**src/rtl/mem_arbiter_if.sv**
```systemverilog
// mem_arbiter_if: bundles the fetch port, data port and unified-memory port
// of mem_arbiter.
//   if_*   : instruction-fetch request/response
//   dm_*   : load/store request/response
//   mem_*  : single-ported memory access (mem_rdata returns from memory)
//   grant_dm : owner of the current or last access (1 = data port)
// Modports: slave = the arbiter; master = everything around it (core + memory).
interface mem_arbiter_if #(
    parameter int unsigned ADDR_W = 32,
    parameter int unsigned DATA_W = 32
);
    logic              if_req;
    logic [ADDR_W-1:0] if_addr;
    logic              if_ready;
    logic              if_valid;
    logic [DATA_W-1:0] if_rdata;

    logic              dm_req;
    logic              dm_we;
    logic [ADDR_W-1:0] dm_addr;
    logic [DATA_W-1:0] dm_wdata;
    logic              dm_ready;
    logic              dm_valid;
    logic [DATA_W-1:0] dm_rdata;

    logic              mem_en;
    logic              mem_we;
    logic [ADDR_W-1:0] mem_addr;
    logic [DATA_W-1:0] mem_wdata;
    logic [DATA_W-1:0] mem_rdata;

    logic              grant_dm;

    modport slave (
        input  if_req, if_addr, dm_req, dm_we, dm_addr, dm_wdata, mem_rdata,
        output if_ready, if_valid, if_rdata, dm_ready, dm_valid, dm_rdata,
        output mem_en, mem_we, mem_addr, mem_wdata, grant_dm
    );

    modport master (
        output if_req, if_addr, dm_req, dm_we, dm_addr, dm_wdata, mem_rdata,
        input  if_ready, if_valid, if_rdata, dm_ready, dm_valid, dm_rdata,
        input  mem_en, mem_we, mem_addr, mem_wdata, grant_dm
    );
endinterface

```
**src/rtl/mem_arbiter.sv**
```systemverilog
// mem_arbiter: shares one single-ported memory between instruction fetch and
// load/store. One access at a time, fixed MEM_LATENCY cycles per access, a
// one-cycle valid pulse back to the owning port. Data has priority; fetch is
// forced through after MAX_DM_BURST consecutive data grants while it waits.
// Ports:
//   clk   : rising-edge clock
//   reset : asynchronous, active-low reset
//   bus   : mem_arbiter_if.slave (fetch port, data port, memory port)
module mem_arbiter #(
    parameter int unsigned MEM_LATENCY  = 1,
    parameter int unsigned MAX_DM_BURST = 2,
    parameter int unsigned ADDR_W       = 32,
    parameter int unsigned DATA_W       = 32
) (
    input  logic          clk,
    input  logic          reset,
    mem_arbiter_if.slave  bus
);

    localparam int unsigned    CNT_W     = 4;
    localparam logic [CNT_W-1:0] LAT_LOAD  = CNT_W'(MEM_LATENCY - 1);
    localparam logic [CNT_W-1:0] BURST_MAX = CNT_W'(MAX_DM_BURST);

    typedef enum logic {
        IDLE   = 1'b0,
        ACCESS = 1'b1
    } state_e;

    state_e            state_q,     state_d;
    logic [CNT_W-1:0]  lat_cnt_q,   lat_cnt_d;
    logic [CNT_W-1:0]  burst_cnt_q, burst_cnt_d;
    logic              mem_en_q,    mem_en_d;
    logic              mem_we_q,    mem_we_d;
    logic [ADDR_W-1:0] mem_addr_q,  mem_addr_d;
    logic [DATA_W-1:0] mem_wdata_q, mem_wdata_d;
    logic              grant_dm_q,  grant_dm_d;
    logic              if_valid_q,  if_valid_d;
    logic              dm_valid_q,  dm_valid_d;
    logic [DATA_W-1:0] if_rdata_q,  if_rdata_d;
    logic [DATA_W-1:0] dm_rdata_q,  dm_rdata_d;
    logic              if_ready_c;
    logic              dm_ready_c;

    // State and datapath registers
    always_ff @(posedge clk or negedge reset) begin
        if (!reset) begin
            state_q     <= IDLE;
            lat_cnt_q   <= '0;
            burst_cnt_q <= '0;
            mem_en_q    <= 1'b0;
            mem_we_q    <= 1'b0;
            mem_addr_q  <= '0;
            mem_wdata_q <= '0;
            grant_dm_q  <= 1'b0;
            if_valid_q  <= 1'b0;
            dm_valid_q  <= 1'b0;
            if_rdata_q  <= '0;
            dm_rdata_q  <= '0;
        end else begin
            state_q     <= state_d;
            lat_cnt_q   <= lat_cnt_d;
            burst_cnt_q <= burst_cnt_d;
            mem_en_q    <= mem_en_d;
            mem_we_q    <= mem_we_d;
            mem_addr_q  <= mem_addr_d;
            mem_wdata_q <= mem_wdata_d;
            grant_dm_q  <= grant_dm_d;
            if_valid_q  <= if_valid_d;
            dm_valid_q  <= dm_valid_d;
            if_rdata_q  <= if_rdata_d;
            dm_rdata_q  <= dm_rdata_d;
        end
    end

    // Arbitration, access sequencing and response capture
    always_comb begin
        state_d     = state_q;
        lat_cnt_d   = lat_cnt_q;
        burst_cnt_d = burst_cnt_q;
        mem_en_d    = mem_en_q;
        mem_we_d    = mem_we_q;
        mem_addr_d  = mem_addr_q;
        mem_wdata_d = mem_wdata_q;
        grant_dm_d  = grant_dm_q;
        if_valid_d  = 1'b0;
        dm_valid_d  = 1'b0;
        if_rdata_d  = if_rdata_q;
        dm_rdata_d  = dm_rdata_q;
        if_ready_c  = 1'b0;
        dm_ready_c  = 1'b0;

        case (state_q)
            IDLE: begin
                // Fetch wins when data is quiet or data has used up its burst.
                if (bus.if_req && (!bus.dm_req || (burst_cnt_q == BURST_MAX))) begin
                    if_ready_c  = 1'b1;
                    state_d     = ACCESS;
                    lat_cnt_d   = LAT_LOAD;
                    mem_en_d    = 1'b1;
                    mem_we_d    = 1'b0;
                    mem_addr_d  = bus.if_addr;
                    mem_wdata_d = '0;
                    grant_dm_d  = 1'b0;
                    burst_cnt_d = '0;
                end else if (bus.dm_req) begin
                    dm_ready_c  = 1'b1;
                    state_d     = ACCESS;
                    lat_cnt_d   = LAT_LOAD;
                    mem_en_d    = 1'b1;
                    mem_we_d    = bus.dm_we;
                    mem_addr_d  = bus.dm_addr;
                    mem_wdata_d = bus.dm_wdata;
                    grant_dm_d  = 1'b1;
                    // Only count data grants that actually made fetch wait.
                    if (!bus.if_req) begin
                        burst_cnt_d = '0;
                    end else if (burst_cnt_q != BURST_MAX) begin
                        burst_cnt_d = burst_cnt_q + CNT_W'(1);
                    end
                end
            end
            ACCESS: begin
                if (lat_cnt_q != '0) begin
                    lat_cnt_d = lat_cnt_q - CNT_W'(1);
                end else begin
                    state_d  = IDLE;
                    mem_en_d = 1'b0;
                    mem_we_d = 1'b0;
                    if (grant_dm_q) begin
                        dm_valid_d = 1'b1;
                        // Stores complete without touching the load data.
                        if (!mem_we_q) begin
                            dm_rdata_d = bus.mem_rdata;
                        end
                    end else begin
                        if_valid_d = 1'b1;
                        if_rdata_d = bus.mem_rdata;
                    end
                end
            end
            default: state_d = IDLE;
        endcase
    end

    assign bus.if_ready  = if_ready_c;
    assign bus.dm_ready  = dm_ready_c;
    assign bus.if_valid  = if_valid_q;
    assign bus.dm_valid  = dm_valid_q;
    assign bus.if_rdata  = if_rdata_q;
    assign bus.dm_rdata  = dm_rdata_q;
    assign bus.mem_en    = mem_en_q;
    assign bus.mem_we    = mem_we_q;
    assign bus.mem_addr  = mem_addr_q;
    assign bus.mem_wdata = mem_wdata_q;
    assign bus.grant_dm  = grant_dm_q;

endmodule

```
**src/flat_wrapper.sv**
```systemverilog
// flat-port wrapper written by rule: the top's interface ports become plain ports
module mem_arbiter_flat 
#(
    parameter int unsigned MEM_LATENCY  = 1,
    parameter int unsigned MAX_DM_BURST = 2,
    parameter int unsigned ADDR_W       = 32,
    parameter int unsigned DATA_W       = 32
)
  (clk, reset, bus_if_req, bus_if_addr, bus_dm_req, bus_dm_we, bus_dm_addr, bus_dm_wdata, bus_mem_rdata, bus_if_ready, bus_if_valid, bus_if_rdata, bus_dm_ready, bus_dm_valid, bus_dm_rdata, bus_mem_en, bus_mem_we, bus_mem_addr, bus_mem_wdata, bus_grant_dm);
  mem_arbiter_if #(.ADDR_W(ADDR_W), .DATA_W(DATA_W)) bus_i ();
  input  logic clk;
  input  logic reset;
  input wire logic [$bits(bus_i.if_req)-1:0] bus_if_req;
  input wire logic [$bits(bus_i.if_addr)-1:0] bus_if_addr;
  input wire logic [$bits(bus_i.dm_req)-1:0] bus_dm_req;
  input wire logic [$bits(bus_i.dm_we)-1:0] bus_dm_we;
  input wire logic [$bits(bus_i.dm_addr)-1:0] bus_dm_addr;
  input wire logic [$bits(bus_i.dm_wdata)-1:0] bus_dm_wdata;
  input wire logic [$bits(bus_i.mem_rdata)-1:0] bus_mem_rdata;
  output wire logic [$bits(bus_i.if_ready)-1:0] bus_if_ready;
  output wire logic [$bits(bus_i.if_valid)-1:0] bus_if_valid;
  output wire logic [$bits(bus_i.if_rdata)-1:0] bus_if_rdata;
  output wire logic [$bits(bus_i.dm_ready)-1:0] bus_dm_ready;
  output wire logic [$bits(bus_i.dm_valid)-1:0] bus_dm_valid;
  output wire logic [$bits(bus_i.dm_rdata)-1:0] bus_dm_rdata;
  output wire logic [$bits(bus_i.mem_en)-1:0] bus_mem_en;
  output wire logic [$bits(bus_i.mem_we)-1:0] bus_mem_we;
  output wire logic [$bits(bus_i.mem_addr)-1:0] bus_mem_addr;
  output wire logic [$bits(bus_i.mem_wdata)-1:0] bus_mem_wdata;
  output wire logic [$bits(bus_i.grant_dm)-1:0] bus_grant_dm;
  assign bus_i.if_req = bus_if_req;
  assign bus_i.if_addr = bus_if_addr;
  assign bus_i.dm_req = bus_dm_req;
  assign bus_i.dm_we = bus_dm_we;
  assign bus_i.dm_addr = bus_dm_addr;
  assign bus_i.dm_wdata = bus_dm_wdata;
  assign bus_i.mem_rdata = bus_mem_rdata;
  assign bus_if_ready = bus_i.if_ready;
  assign bus_if_valid = bus_i.if_valid;
  assign bus_if_rdata = bus_i.if_rdata;
  assign bus_dm_ready = bus_i.dm_ready;
  assign bus_dm_valid = bus_i.dm_valid;
  assign bus_dm_rdata = bus_i.dm_rdata;
  assign bus_mem_en = bus_i.mem_en;
  assign bus_mem_we = bus_i.mem_we;
  assign bus_mem_addr = bus_i.mem_addr;
  assign bus_mem_wdata = bus_i.mem_wdata;
  assign bus_grant_dm = bus_i.grant_dm;
  mem_arbiter #(.MEM_LATENCY(MEM_LATENCY), .MAX_DM_BURST(MAX_DM_BURST), .ADDR_W(ADDR_W), .DATA_W(DATA_W)) u_core (.clk(clk), .reset(reset), .bus(bus_i));
endmodule
```
**config.mk**
```make
export PLATFORM = sky130hd
export DESIGN_NAME = mem_arbiter_flat
export DESIGN_NICKNAME = d
export VERILOG_FILES = /design/src/rtl/mem_arbiter_if.sv /design/src/rtl/mem_arbiter.sv /design/src/flat_wrapper.sv
export SDC_FILE = /design/constraint.sdc
export NUM_CORES = 1
export LEC_CHECK = 0
export ABC_AREA = 1
export CORE_UTILIZATION = 45
export CTS_BUF_LIST = sky130_fd_sc_hd__clkbuf_8 sky130_fd_sc_hd__clkbuf_16
export CTS_CLUSTER_SIZE = 16
export DETAILED_ROUTE_END_ITERATION = 10
export HOLD_SLACK_MARGIN = 0.05
export PLACE_DENSITY = 0.85
export SYNTH_ARGS = -nofsm -noshare
export SYNTH_HDL_FRONTEND = slang
export SYNTH_SLANG_ARGS = --single-unit
export TNS_END_PERCENT = 20
```
**constraint.sdc**
```tcl
create_clock -name clk -period 2.55 [get_ports clk]
set_input_delay 0.51 -clock clk [delete_from_list [all_inputs] [get_ports clk]]
set_output_delay 0.51 -clock clk [all_outputs]
set_load 0.05 [all_outputs]
```
Yosys cells after proc, flatten, opt, wreduce, memory -nomap -nowiden --
Cells that the tools add are included.
Cells by class: $add $sub $neg 2, equality and inequality tests 6, muxes and demuxes 34, bitwise gates (word level) 4, reductions and logical operators 11
Operators by type and width (count):
- two-way mux 32 bit | 4
- two-way mux 4 bit | 7
- two-way mux 1 bit | 19
- one-hot mux 4 bit (2 select lines) | 1
- one-hot mux 1 bit (2 select lines) | 3
- AND reduction 2 bit | 3
- AND reduction 3 bit | 2
- adder 4 x 1 -> 4 bit, second input constant | 1
- equality test 4 x 2 -> 1 bit, second input constant | 1
- inequality test 2 bit, second input constant | 2
- inequality test 4 x 2 -> 1 bit, second input constant | 1
- inverter 1 bit | 4
- AND reduction 4 bit | 1
- nonzero test 4 bit | 1
- subtractor 4 x 1 -> 4 bit, second input constant | 1
- inequality test 3 x 1 -> 1 bit, second input constant | 1
- inequality test 3 x 2 -> 1 bit, second input constant | 1
- nonzero test 2 bit | 1
- logical AND 1 bit | 1
- zero test 1 bit | 1
- logical OR 1 bit | 1
Word-level totals: register bits 142, input bits 133, output and inout port bits 135, logic and storage cells 69

Logic depth before layout (Yosys ltp) --
Gate-level depths: netlist of run 1.
depth in word-level cells 5, mapped depth 10, gate-level depth less buffers 9

Worst setup path before layout of run 1 --
No wires, ideal clock.
path kind reg2out, start register u_core.burst_cnt_q[0], end output port bus_if_ready, data arrival time 1663 ps, required time 2040 ps, setup slack 377 ps, cell stages (with the launch flop) 8, path buffers 1, cells stage by stage dfrtp_1 inv_1 ha_1 nand2_1 nand2_2 nand2_2 buf_2 nor2_1
On the way: word-level cells in the longest chain between the ends 5
Ends and longest elaborated chain:
- start: declaration | line mem_arbiter.sv:31 | logic [CNT_W-1:0] burst_cnt_q, burst_cnt_d;
- start signal: assignment | line mem_arbiter.sv:62 | burst_cnt_q <= burst_cnt_d;
- equality test 4 x 2 -> 1 bit | line mem_arbiter.sv:95 | if (bus.if_req && (!bus.dm_req || (burst_cnt_q == BURST_MAX))) begin
- logical OR 1 bit | line mem_arbiter.sv:95
- logical AND 1 bit | line mem_arbiter.sv:95
- two-way mux 1 bit | line mem_arbiter.sv:95
- two-way mux 1 bit | line mem_arbiter.sv:92 | case (state_q)
- end: declaration | line flat_wrapper.sv:20 | output wire logic [$bits(bus_i.if_ready)-1:0] bus_if_ready;
Every way passes these cells.

Final worst setup path of run 1 --
start register u_core.burst_cnt_q[0], end output port bus_dm_ready
On the way: word-level cells in the longest chain between the ends 5
Ends and longest elaborated chain:
- equality test 4 x 2 -> 1 bit | line mem_arbiter.sv:95
- logical OR 1 bit | line mem_arbiter.sv:95
- logical AND 1 bit | line mem_arbiter.sv:95
- two-way mux 1 bit | line mem_arbiter.sv:95
- two-way mux 1 bit | line mem_arbiter.sv:92
- end: declaration | line flat_wrapper.sv:23 | output wire logic [$bits(bus_i.dm_ready)-1:0] bus_dm_ready;
Every way passes these cells.

==> results of run 1 <==
[Yosys cell counts, drive strengths merged]
cell    number
nand2      270
dfrtp      142
inv        107
o21ai       72
nand3       70
buf         21
clkbuf      15
nor2         7
ha           3
o22ai        2
xnor2        2
xor2         2
nand4        1
[metrics by stage]
| step | worst slack (ps) | hold WS (ps) | cell area (sq um) | total power, mW |
|---|---|---|---|---|
| finish | 267 | 477 | 9460 | 10.4 |
| detailed placement | 266 | 464 | 8830 | 7.85 |
| global placement | 319 | 461 | 8830 | 7.77 |
| global route | 151 | 495 | 9460 | 10.8 |
| floorplan | 377 | 214 | 6020 | 6.10 |
| CTS | 247 | 481 | 9460 | 10.5 |
[worst max-delay path: stages, from the launching register on]
cell and delay, ps:
dfrtp_1 410, inv_1 60, ha_1 180, nand2_1 110, nand2_2 70, nand2_2 100, nand2_1 130, inv_2 100
buf_4 200
[per-layer routing]
metal,vias to the layer above,global-route usage,part of all wire
li1,2696,-,-
met1,2554,0.309,0.41
met2,265,0.407,0.49
met3,25,0.0727,0.085
met4,0,0.103,0.022
met5,-,0,0
[final timing paths]
check / start / endpoint / slack (ps)
max: u_core.burst_cnt_q[0]$_DFFE_PN0P_ / bus_dm_ready / 270
min: u_core.bus.mem_wdata[17]$_DFFE_PN0P_ / u_core.bus.mem_wdata[17]$_DFFE_PN0P_ / 480
max reg2reg: u_core.lat_cnt_q[0]$_DFFE_PN0P_ / u_core.bus.dm_rdata[25]$_DFFE_PN0P_ / 520
min reg2reg: u_core.bus.mem_wdata[17]$_DFFE_PN0P_ / u_core.bus.mem_wdata[17]$_DFFE_PN0P_ / 480
max in group asynchronous: reset / u_core.bus.dm_rdata[31]$_DFFE_PN0P_ / 1210
min in group asynchronous: reset / u_core.bus.mem_wdata[3]$_DFFE_PN0P_ / 600
[power by group]
part	internal, mW	switching, mW	total, mW
Sequential	2.86	0.351	3.21
Clock	1.63	0.928	2.56
Combinational	1.50	3.12	4.61
[state kept, by name (all words and copies together) (netlist names), 4 cells and up]
signal	count
u_core.bus.dm_rdata	32
u_core.lat_cnt_q	4
u_core.bus.mem_wdata	32
u_core.bus.if_rdata	32
u_core.burst_cnt_q	4
u_core.bus.mem_addr	32
[cell families (layout without fill, tap and decap cells)]
kind of cell / Yosys count / count (layout) / share of synthesized area
AND/OR/NAND/NOR: 348 / 348 / 0.235
XOR/XNOR: 4 / 4 / 0.00582
flip-flops: 142 / 142 / 0.590
AO/OA/AOI/OAI: 74 / 74 / 0.0638
buffers and inverters: 143 / 417 / 0.0991
adder cells (fa/ha/maj): 3 / 3 / 0.00624
[layout make-up]
class	count	area [sq um]	share of cell area
flip-flops and latches	142	3550	0.376
clock buffers	17	425	0.0450
repair buffers	279	2800	0.296
clock inverters	14	194	0.0205
multi-input cells	429	1870	0.198
inverters	107	402	0.0424
well taps	172	215	0.0227
==> out/metrics.cfg, run 1 <==
[sta]
min_period_over_period=0.895
fin_worst_skew_ps=5.46
final.min_clock_period_ps=2280
worst_pin_slew_ps=731
setup_viol=0
fin_setup_tns_ps=0
grt_setup_unrepaired=no
hold_violations=0
max_slew_margin=0.512
slew_viol_final=0
fmax_ghz=0.438

[place]
dpl.cell_count=1128
io_buffers=267
gp_congestion=0.783
dp_hpwl_mm=11.5

[final_layout]
syn_to_final_growth_pct=57.1
stdcell_count=1160
finalNetCount=1112
final_common_cell=nand2_1
final_util=0.738
final_cell_mix=nand2_1, clkdlybuf4s50_1, dfrtp_1, inv_1, nand3_1
n_antenna_cell=0
fillers=926
drive_above_1_share=0.0536

[die]
fp.dieH_um=118
coreArea_sq_um=12800
start_util=0.469
die_area_sq_um=13800
rows=41
io_pins=268
die_width_um=118

[detailed_routing]
remaining_drc_errors=0
wl_per_cell_um=14.2
first_iter_violations=408
routed_via_density=4.78
ant_nets=0
drt_first_pass_iters=5
totalWireLength_mm=16.5
vias=5540

[grt]
antenna_found_initial=0
grt_pass1_vias=5489
overflow=0
grt_pass1_wl_mm=27.4
grt_max_degree=73
grt_usage=0.249

[power_and_ir_drop]
power_density_nw_per_um2=1100
ir_drop_uv=444
leakage_nw=4.75

[hold_path]
hold_path.class=register to register
hold_depth=2

[clocking]
ctsLongestPathBuffers=2
tritoncts=done
post_cts_buffers=0
worstSkewPairLatency_ps=410
post_cts_resized=0
cts_buffers=17
root_buffer=clkbuf_16
clkTransAtPathRegs_ps=60
htreeDepth=4
cts_hold_buf=1
cts_sinks=142

[critical_path]
crit_fanout=5
required_ps=2040
arrival_ps=1770
r2r_cells=8
endpoint_kind=output pin
criticalPathCategory=register to output pin
worstSetupStartpointType=register

[yosys]
syn-cell-area_sq_um=6020
seq_area_frac_synth=0.590
synth_fp_nets=850
syn_inst=714
synth_top_area_frac=0.590
syn_area_per_cell_sq_um=8.43
ys_warn_count=0
synth_cell_type_count=21
ys_ff_latch=142
yosys.area.top_type=dfrtp_1
ys_top_cells_by_area=dfrtp_1, nand2_1, inv_1, nand3_1, o21ai_0

[run]
maxCapViolations=0

[run_status]
outcome=finished, final reports clean

Power figures use the tool's default switching activity.
==> run 2, diff against run 1 <==
--- a/config.mk
+++ b/config.mk
@@ -11,7 +11,9 @@
 export CTS_CLUSTER_SIZE = 16
 export DETAILED_ROUTE_END_ITERATION = 10
 export HOLD_SLACK_MARGIN = 0.05
-export PLACE_DENSITY = 0.85
+export MAX_ROUTING_LAYER = met4
+export PLACE_DENSITY = 0.9
+export REMOVE_ABC_BUFFERS = 1
 export SYNTH_ARGS = -nofsm -noshare
 export SYNTH_HDL_FRONTEND = slang
 export SYNTH_SLANG_ARGS = --single-unit
==> out/metrics.cfg, run 2 (synthesized netlist as in run 1, its figures left out) <==
[final_layout]
n_antenna_cell=0
final_util=0.736
final_common_cell=nand2_1
final_cell_mix=nand2_1, clkdlybuf4s50_1, dfrtp_1, inv_1, nand3_1
design_area_sq_um=9440
finalNetCount=1116
syn_to_final_growth_pct=56.8
stdcell_count=1165
drive_above_1_share=0.0584

[critical_path]
worst-r2r-setup-slack_ps=440
crit_buf_inv=3
required_ps=2040
crit_fanout=6
r2r_end=u_core.bus.dm_rdata[6]$_DFFE_PN0P_
endpoint_kind=output pin
endpoint=bus_dm_ready
critPathMaxStageDelay_ps=410
r2r_cells=8
crit_path_start=u_core.burst_cnt_q[0]$_DFFE_PN0P_
criticalPathCategory=register to output pin
rr_startpoint=u_core.lat_cnt_q[0]$_DFFE_PN0P_
arrival_ps=1800
worstPathCellList=inv_1, ha_1, nand2_1, nand2_2, nand2_2, nand2_1, inv_2, buf_12
crit_cells=8
worstSetupStartpointType=register
slowest_stage=dfrtp_1
cpLargestDelayFamily=simple AND/OR/NAND/NOR gates

[die]
fp.dieH_um=118
rows=41
coreArea_sq_um=12800
die_area_sq_um=13800
die_width_um=118
io_pins=268
start_util=0.469

[clocking]
ctsLongestPathBuffers=2
clkTransAtPathRegs_ps=60
cts_buffers=17
htreeDepth=4
tritoncts=done
worstSkewPairLatency_ps=410
root_buffer=clkbuf_16
cts_sinks=142

[detailed_routing]
drt_first_pass_iters=7
ant_nets=0
wl_per_cell_um=14.6
first_iter_violations=468
vias=5605
remaining_drc_errors=0
totalWireLength_mm=17.0
routed_via_density=4.81

[sta]
final.min_clock_period_ps=2310
hold_violations=0
grt_setup_unrepaired=no
worst_pin_slew_ps=719
fin_worst_skew_ps=9.06
fin_setup_tns_ps=0
slew_viol_final=0
min_period_over_period=0.905
fin_ws_ps=243
setup_viol=0
worst_hold_slack_ps=478
fmax_ghz=0.434
max_slew_margin=0.521

[place]
place_ws_ps=187
io_buffers=267
dpl.cell_count=1132
gp_congestion=0.837
dp_hpwl_mm=12.3
placed_area_sq_um=8870

[power_and_ir_drop]
leakage_nw=4.74
p_total_mw=10.2
power_density_nw_per_um2=1080
ir_drop_uv=433

[grt]
grt_usage=0.266
antenna_found_initial=0
overflow=0
grt_max_degree=73
grt_pass1_wl_mm=27.8
grt_pass1_vias=5546

[run_status]
outcome=finished, final reports clean

[run]
maxCapViolations=0

[hold_path]
hold_path.class=register to register

[run 2: changes by cell type in the layout (fill, tap and decap cells not counted), sizes merged]
cell / delta
bufinv: -4
inv: +4
clkbuf: +2
buf: +4
clkinv: -1
[run 2: power breakdown]
group | internal (mW) | switching (mW)
registers | 2.86 | 0.353
logic | 1.51 | 3.13
clock network | 1.31 | 0.997
[run 2: routing by layer]
layer	vias to the layer above	track usage	routed length, um
met3	24	0.0683	1370
met5	-	-	0
met2	267	0.445	8650
met1	2596	0.309	6640
li1	2718	-	-
met4	0	0.0978	359
[run 2: tightest hold or removal path: cells and delay by family, from the launching register on]
family | cells | cell delay (ps)
simple gates | 2 | 100
flops | 1 | 340
[run 2: area by class of cell]
cell class | instances | area [sq um]
clock buffer | 19 | 453
clock inverter | 13 | 104
fill | 915 | 3380
inverter | 107 | 402
multi-input combinational | 429 | 1870
sequential | 142 | 3550
tap | 172 | 215
timing repair buffer | 283 | 2840
[run 2: worst min-delay path by stage]
stage                                                      end                                  from  cells after the start
final                     u_core.bus.mem_wdata[17]$_DFFE_PN0P_  u_core.bus.mem_wdata[17]$_DFFE_PN0P_                      2
after CTS                   u_core.bus.mem_addr[6]$_DFFE_PN0P_    u_core.bus.mem_addr[6]$_DFFE_PN0P_                      2
after global placement      u_core.bus.dm_rdata[8]$_DFFE_PN0P_                                 reset                      1
after detailed placement    u_core.bus.dm_rdata[8]$_DFFE_PN0P_                                 reset                      1
after global routing      u_core.bus.mem_wdata[29]$_DFFE_PN0P_  u_core.bus.mem_wdata[29]$_DFFE_PN0P_                      2
after floorplan              u_core.burst_cnt_q[0]$_DFFE_PN0P_                                 reset                      0
[run 2: what timing repair did]
item / 4_1_cts / 5_1_grt
endpoints found under the setup margin: 0 / 0
buffers inserted: 0 / 0
endpoints found under the hold margin: 40 / 0
hold buffers: 1 / 0
gates resized for setup: 0 / 0
==> run 3, diff against run 2 <==
--- a/config.mk
+++ b/config.mk
@@ -6,6 +6,7 @@
 export NUM_CORES = 1
 export LEC_CHECK = 0
 export ABC_AREA = 1
+export CORE_ASPECT_RATIO = 0.7
 export CORE_UTILIZATION = 45
 export CTS_BUF_LIST = sky130_fd_sc_hd__clkbuf_8 sky130_fd_sc_hd__clkbuf_16
 export CTS_CLUSTER_SIZE = 16
==> constraint.sdc (replaced) <==
create_clock -name clk -period 2.55 [get_ports clk]
set_input_delay 0.51 -clock clk [delete_from_list [all_inputs] [get_ports clk]]
set_output_delay 0.51 -clock clk [all_outputs]
set_load 0.01 [all_outputs]
==> out/metrics.cfg, run 3 (synthesized netlist as in run 1, its figures left out) <==
[die]
die_width_um=140
rows=34
fp.dieH_um=98.8
die_area_sq_um=13900
io_pins=268
coreArea_sq_um=12700
start_util=0.473

[critical_path]
worst-r2r-setup-slack_ps=490
endpoint_kind=output pin
required_ps=2040
crit_fanout=5
critPathMaxStageDelay_ps=400
worstSetupStartpointType=register
criticalPathCategory=register to output pin
arrival_ps=1830
slowest_stage=dfrtp_1
worstPathCellList=inv_1, ha_1, nand2_1, nand2_2, nand2_2, nand2_1, inv_2, dlygate4sd2_1

[sta]
fin_worst_skew_ps=13.2
fmax_ghz=0.427
setup_viol=0
min_period_over_period=0.919
max_slew_margin=0.492
fin_ws_ps=206
final.min_clock_period_ps=2340
grt_setup_unrepaired=no
worst_pin_slew_ps=761
slew_viol_final=0
hold_violations=0

[final_layout]
final_cell_mix=nand2_1, clkdlybuf4s50_1, dfrtp_1, inv_1, nand3_1
syn_to_final_growth_pct=57.8
n_antenna_cell=0
final_common_cell=nand2_1
finalNetCount=1112
design_area_sq_um=9500
stdcell_count=1149
drive_above_1_share=0.0507

[clocking]
worstSkewPairLatency_ps=400
root_buffer=clkbuf_16
post_cts_buffers=0
ctsLongestPathBuffers=2
clkTransAtPathRegs_ps=60
tritoncts=done
htreeDepth=4
cts_buffers=17
cts_sinks=142

[power_and_ir_drop]
leakage_nw=4.80
ir_drop_uv=609
power_density_nw_per_um2=918
p_total_mw=8.73

[place]
io_buffers=267
placed_area_sq_um=8820
place_ws_ps=-20.7
gp_congestion=0.788
dpl.cell_count=1118
dp_hpwl_mm=11.7

[grt]
grt_max_degree=74
grt_usage=0.260
grt_pass1_vias=5481
antenna_found_initial=0
grt_pass1_wl_mm=27.1
overflow=0

[detailed_routing]
drt_first_pass_iters=4
remaining_drc_errors=0
ant_nets=0
totalWireLength_mm=16.7
first_iter_violations=214
vias=5410
routed_via_density=4.71
wl_per_cell_um=14.6

[run_status]
outcome=finished, final reports clean

[run]
maxCapViolations=0

[hold_path]
hold_path.class=input port to async pin

-- run 3: cell types whose count changed in the layout (fill, tap and decap cells not counted) --
cell	change
bufinv_16	+6
buf_4	-5
clkinvlp_4	-5
inv_6	-5
clkinv_4	+3
clkbuf_8	-2
buf_12	-1
dlygate4sd2_1	+1
dlymetal6s2s_1	+1
inv_8	+1
-- run 3: per-layer routing --
layer / vias to the layer above / track usage / routed length (um)
li1: 2698 / - / -
met1: 2506 / 0.310 / 7090
met2: 194 / 0.431 / 8200
met3: 12 / 0.0753 / 1290
met4: 0 / 0.0702 / 147
met5: - / - / 0
-- run 3: per-stage QoR --
stage	util	setup TNS (ps)	hold slack [ps]
after detailed placement	0.694	-20.7	300
final	0.747	0	452
after global placement	0.694	-34.1	301
after global routing	0.747	0	443
after CTS	0.747	0	439
after floorplan	-	-193	214
-- run 3: repair_timing --
action	in CTS	in global routing
hold buffers	1	0
hold endpoints to repair	2	0
resized for setup	1	1
setup endpoints to repair	1	1
cloned	0	0
-- run 3: power by group --
group | internal (mW) | switching (mW) | leakage (nW)
registers | 2.86 | 0.353 | 1.77
clock network | 1.84 | 0.934 | 0.325
logic | 1.50 | 1.24 | 2.71
-- run 3: worst paths after layout --
| kind | startpoint | to | cells past startpoint |
|---|---|---|---|
| setup / recovery | u_core.burst_cnt_q[0]$_DFFE_PN0P_ | bus_dm_ready | 8 |
| hold / removal | reset | u_core.bus.if_rdata[6]$_DFFE_PN0P_ | 2 |
| setup reg to reg | u_core.lat_cnt_q[0]$_DFFE_PN0P_ | u_core.bus.dm_rdata[12]$_DFFE_PN0P_ | 7 |
| hold reg to reg | u_core.bus.mem_addr[9]$_DFFE_PN0P_ | u_core.bus.mem_addr[9]$_DFFE_PN0P_ | 2 |
| max in group asynchronous | reset | u_core.bus.mem_wdata[1]$_DFFE_PN0P_ | 3 |
| min in group clk | u_core.bus.mem_addr[9]$_DFFE_PN0P_ | u_core.bus.mem_addr[9]$_DFFE_PN0P_ | 2 |
-- run 3: layout make-up --
cell class                 count  area, sq um
clock buffer                  17          425
clock inverter                13          240
fill                         907         3220
inverter                     107          402
multi-input combinational    429         1870
sequential                   142         3550
tap                          162          203
timing repair buffer         279         2810
-- run 3: critical path, delay by kind of cell (launching register included) --
family	cells	cell delay, ps
buffers and inverters	3	450
adders and majority gates	1	200
and+or+nand+nor	4	390
DFF	1	400
